`src/rtl/dragonfang_pkg.sv`:
```
// Core-wide types for the dragonfang vector pipeline.
package dragonfang_pkg;

    // Decoded vector operation as handed from issue to the execution units
    typedef struct packed {
        logic [5:0] funct6;
        logic [2:0] vsew;
        logic       vm;
        logic [4:0] vd;
    } execution_vector_t;

    // Divide sequencer control states
    typedef enum logic [1:0] {
        IDLE = 2'd0,
        WAIT = 2'd1,
        HOLD = 2'd2
    } divide_sequencer_state_t;

endpackage : dragonfang_pkg

```
`src/rtl/riscv_v_pkg.sv`:
```
// Vector architecture constants shared across the vector unit.
package riscv_v_pkg;

    // Vector register width in bits
    localparam int unsigned VLEN = 128;

    // Widest supported element width in bits
    localparam int unsigned ELEN = 32;

endpackage : riscv_v_pkg

```
`src/rtl/vector_floating_point_divide_sequencer.sv`:
```
// Initiator-side handshake wrapper for the fixed-latency vector FP divide unit.
// Operands are registered on issue and held for the whole divide latency;
// the quotient is captured and offered on a valid/ready result port.
module vector_floating_point_divide_sequencer
    import riscv_v_pkg::*;
    import dragonfang_pkg::*;
#(
    parameter int unsigned DIVIDE_LATENCY = 2
) (
    input  logic              clock,
    input  logic              reset_n,
    input  logic              issue_valid,
    output logic              issue_ready,
    input  execution_vector_t issue_execution_vector,
    input  logic [VLEN-1:0]   issue_vs2,
    input  logic [VLEN-1:0]   issue_vs1,
    output execution_vector_t divide_execution_vector,
    output logic [VLEN-1:0]   divide_vs2,
    output logic [VLEN-1:0]   divide_vs1,
    input  logic [VLEN-1:0]   divide_vd,
    output logic              result_valid,
    input  logic              result_ready,
    output logic [VLEN-1:0]   result_vd,
    output logic              busy
);

    localparam int unsigned COUNT_WIDTH =
        (DIVIDE_LATENCY > 0) ? $clog2(DIVIDE_LATENCY + 1) : 1;

    divide_sequencer_state_t state;
    logic [COUNT_WIDTH-1:0]  latency_count;
    logic                    issue_fire;

    // A new operation may enter when idle, or in the same edge the held result drains
    assign issue_ready = (state == IDLE) || ((state == HOLD) && result_ready);
    assign issue_fire  = issue_valid && issue_ready;
    assign busy        = (state != IDLE);

    // Sequencer FSM: operand registers, latency countdown, result capture
    always_ff @(posedge clock or negedge reset_n) begin
        if (!reset_n) begin
            state                   <= IDLE;
            latency_count           <= '0;
            divide_execution_vector <= '0;
            divide_vs2              <= '0;
            divide_vs1              <= '0;
            result_valid            <= 1'b0;
            result_vd               <= '0;
        end else begin
            // issue_fire is only possible from IDLE or HOLD, so loading here never disturbs WAIT
            if (issue_fire) begin
                divide_execution_vector <= issue_execution_vector;
                divide_vs2              <= issue_vs2;
                divide_vs1              <= issue_vs1;
                latency_count           <= COUNT_WIDTH'(DIVIDE_LATENCY);
            end

            case (state)
                IDLE: begin
                    if (issue_fire) begin
                        state <= WAIT;
                    end
                end
                WAIT: begin
                    if (latency_count != '0) begin
                        latency_count <= latency_count - COUNT_WIDTH'(1);
                    end else begin
                        result_vd    <= divide_vd;
                        result_valid <= 1'b1;
                        state        <= HOLD;
                    end
                end
                HOLD: begin
                    if (result_ready) begin
                        result_valid <= 1'b0;
                        state        <= issue_fire ? WAIT : IDLE;
                    end
                end
                default: begin
                    state <= IDLE;
                end
            endcase
        end
    end

endmodule : vector_floating_point_divide_sequencer

```
`config.mk`:
```
export PLATFORM = sky130hd
export DESIGN_NAME = vector_floating_point_divide_sequencer
export DESIGN_NICKNAME = d
export VERILOG_FILES = /design/src/rtl/dragonfang_pkg.sv /design/src/rtl/riscv_v_pkg.sv /design/src/rtl/vector_floating_point_divide_sequencer.sv
export SDC_FILE = /design/constraint.sdc
export NUM_CORES = 1
export LEC_CHECK = 0
export CAP_MARGIN = 40
export CELL_PAD_IN_SITES_DETAIL_PLACEMENT = 1
export CELL_PAD_IN_SITES_GLOBAL_PLACEMENT = 1
export CORE_AREA = 2 2 309 311
export DETAILED_ROUTE_END_ITERATION = 8
export DIE_AREA = 0 0 311 313
export PLACE_DENSITY_LB_ADDON = 0.08
export SYNTH_ARGS = -nofsm -noshare
export SYNTH_HDL_FRONTEND = slang
export SYNTH_SLANG_ARGS = --single-unit
```
`constraint.sdc`:
```
create_clock -name clock -period 4 [get_ports clock]
set_input_delay 0.6 -clock clock [delete_from_list [all_inputs] [get_ports clock]]
set_output_delay 0.6 -clock clock [all_outputs]
set_load 0.02 [all_outputs]
```
==> reports/results.txt <==
DR vias/cell = 3.57
DR DRC count = 0
Worst Path Buf+Inv = 1
Combinational Power Share = 50.2%
min-delay src = divide_vs1[0]$_DFFE_PN0P_
Worst R2R End = divide_vs1[16]$_DFFE_PN0P_
CP required = 3400 ps
Initial Utilization = 17.1%
multiplexer share of the synthesized area = 32.3%
endpoints failing setup = 0
Compound-Gate Fraction of Synth Area = 0.295%
Worst-Skew Late Latency = 620 ps
Final Hold Fails = 0
Die Footprint = 97300 um2
syn_area_per_cell = 18.5 um2
cts repair resizes = 0
static leakage = 11.2 nW
number of global-route vias before repair = 12300
FF-to-FF path depth = 4
CTS tree = done
final slew viol count = 0
Max Fclk = 375 MHz
R2R Setup Slk = 1810 ps
Antenna Nets Post-Route = 0
setup bufs post-CTS = 0
total CTS buffers = 53
Placed Cells incl. Taps = 2918
Crit. End Element = primary output
non-filler cells, final = 3021
1st-iter DRT viols = 301
Sink Count = 404
layout cell share with drive strength beyond 1 = 28.7%
GP Congestion = 0.727
most common cell after layout, fill and taps aside = clkdlybuf4s50_1
slowest stage delay, CP = 590 ps
Max-Cap Viols = 0
Slowest-stage cell, CP = clkdlybuf4s50_1
most frequent cells in the layout = clkdlybuf4s50_1 (803), dfrtp_1 (404), mux2_2 (209)
DPL Wire Length = 48.8 mm
worst-path maximum fanout = 9
die height = 313 um
Top Ports = 805
Mapped Nets = 1274
drt wl/cell = 21.3 um
row count = 113
worst path arrival time = 2070 ps
Slew HR = 51.2%
Pint = 0.0157 W
Final period util = 66.6%
Core Box Area = 94200 um2
WHS Endpoint = divide_vs1[0]$_DFFE_PN0P_
fill count = 10000
cells after synthesis = 871
Layout area overhead = 68.6%
#FFs+latches synth = 404
cell family contributing the most delay on the critical path = buffers and inverters
FF-to-FF Start = state[1]$_DFFE_PN0P_
Reg clk slew, reported paths = 60 ps
main combinational cell family by area after synthesis = multiplexers
xor/xnor share of the synthesized area = 0%
startpoint types = flip-flop
minimum clock period after layout = 2670 ps
Clock Power Share = 19.4%
Core Util, Final = 28.9%
Seq pwr share = 30.3%
gr ovfl total = 0
Slew @ Worst Pin = 731 ps
Yosys warnings = 0
status = finished, final reports clean
PD cells = 895 nW/um2
Synth Area in Simple Gates = 0.738%
CTS root buffer = clkbuf_16
post-synthesis cell area = 16100 um2
Net Sw Frac = 35.6%
Setup Skew = 27.0 ps
DRT Pass-1 Iters = 4
sw power = 0.00866 W
sequential fraction of the synthesis area = 62.7%
Total GRT Usage = 13.0%
largest net degree at the start of global routing = 80
post-synthesis adder-cell area fraction = 0%
unrepaired setup endpoints after global routing = no
vias = 10800
I/O Buffers = 804
H-tree Lvls = 2
initial antenna violation count = 16
nets@finish = 2112
IR drop worst, VDD = 363 uV
Clock Path Buffers = 3
first-pass GRT wire length = 92.4 mm
total negative slack = 0 ps
Netlist cell types = 23
crit-path cells = or2_2 > clkdlybuf4s50_1
Die X = 311 um
hold path cells = 1
Hold WC Path Type = reg -> reg
Crit Path Class = reg -> out
drt total wl = 64.4 mm
-- worst max path at each step --
stage	start	endpoint	slack, ps	cells past startpoint
after detailed placement	result_ready	divide_execution_vector[10]$_DFFE_PN0P_	1140	6
after floorplan	result_ready	divide_vs1[100]$_DFFE_PN0P_	2270	5
after global routing	state[1]$_DFFE_PN0P_	issue_ready	1220	3
after global placement	result_ready	divide_execution_vector[10]$_DFFE_PN0P_	1160	6
final	state[0]$_DFFE_PN0P_	busy	1330	2
after CTS	state[0]$_DFFE_PN0P_	busy	1230	2
-- repair_timing --
| action | CTS | global route |
|---|---|---|
| setup endpoints to repair | 0 | 0 |
| hold buffers | 1 | 0 |
| hold endpoints to repair | 1 | 0 |
-- stage by stage --
stage	power (W)	cell area, um2	worst slack, ps	hold slack [ps]
floorplan	0.0139	16100	2270	304
global placement	0.0198	25400	1160	488
detailed placement	0.0199	25400	1140	492
CTS	0.0249	27200	1230	507
global route	0.0257	27200	1220	513
finish	0.0243	27200	1330	502
-- final cells by class --
class / instances / area, um2 / share of cell area, %
Sequential cell: 404 / 10100 / 37.2
Antenna cell: 5 / 12.5 / 0.0460
Timing Repair Buffer: 827 / 8390 / 30.9
Clock inverter: 5 / 53.8 / 0.198
Tap cell: 1265 / 1580 / 5.82
Clock buffer: 92 / 1660 / 6.09
Multi-Input combinational cell: 422 / 5370 / 19.8
Inverter: 1 / 3.75 / 0.0138
-- registers in the layout, indices dropped and copies added (netlist names) --
| signal | count |
|---|---|
| divide_execution_vector | 15 |
| divide_vs1 | 128 |
| divide_vs2 | 128 |
| latency_count | 2 |
| result_valid | 1 |
| result_vd | 128 |
| state | 2 |
-- cells by family after synthesis --
kind of cell,after synthesis
simple gates,15
flops,404
buf+inv,45
compound gates,8
mux,399
-- power groups by stage --
stage / combinational [W] / clock, W / sequential [W]
4_1_cts: 0.0125 / 0.00499 / 0.00742
3_5_place_dp: 0.0125 / 0 / 0.00743
5_1_grt: 0.0129 / 0.00514 / 0.00770
2_1_floorplan: 0.00398 / 0 / 0.00989
6_report: 0.0122 / 0.00473 / 0.00737
3_3_place_gp: 0.0124 / 0 / 0.00739
-- cell usage after synthesis, drive strengths merged --
| cell | n | area (um2) |
|---|---|---|
| a21oi | 3 | 15.0 |
| nor2 | 6 | 38.8 |
| o21ai | 2 | 10.0 |
| dfrtp | 404 | 10100 |
| inv | 1 | 3.75 |
| nand2b | 3 | 33.8 |
| buf | 44 | 629 |
| o21bai | 1 | 7.51 |
| o311ai | 1 | 8.76 |
| nand2 | 1 | 3.75 |
| nand3 | 1 | 5.00 |
| and2b | 1 | 10.0 |
| nor3 | 2 | 21.3 |
| o22ai | 1 | 6.26 |
| or2 | 1 | 6.26 |
| mux2 | 399 | 5210 |
-- metal layers --
metal,global-route usage [%],vias up,routed length (um)
li1,-,4751,-
met1,12.6,5436,21200
met2,23.9,459,34700
met3,6.83,100,6890
met4,3.69,24,1470
met5,0,-,152
(Power assumes the default switching activity.)
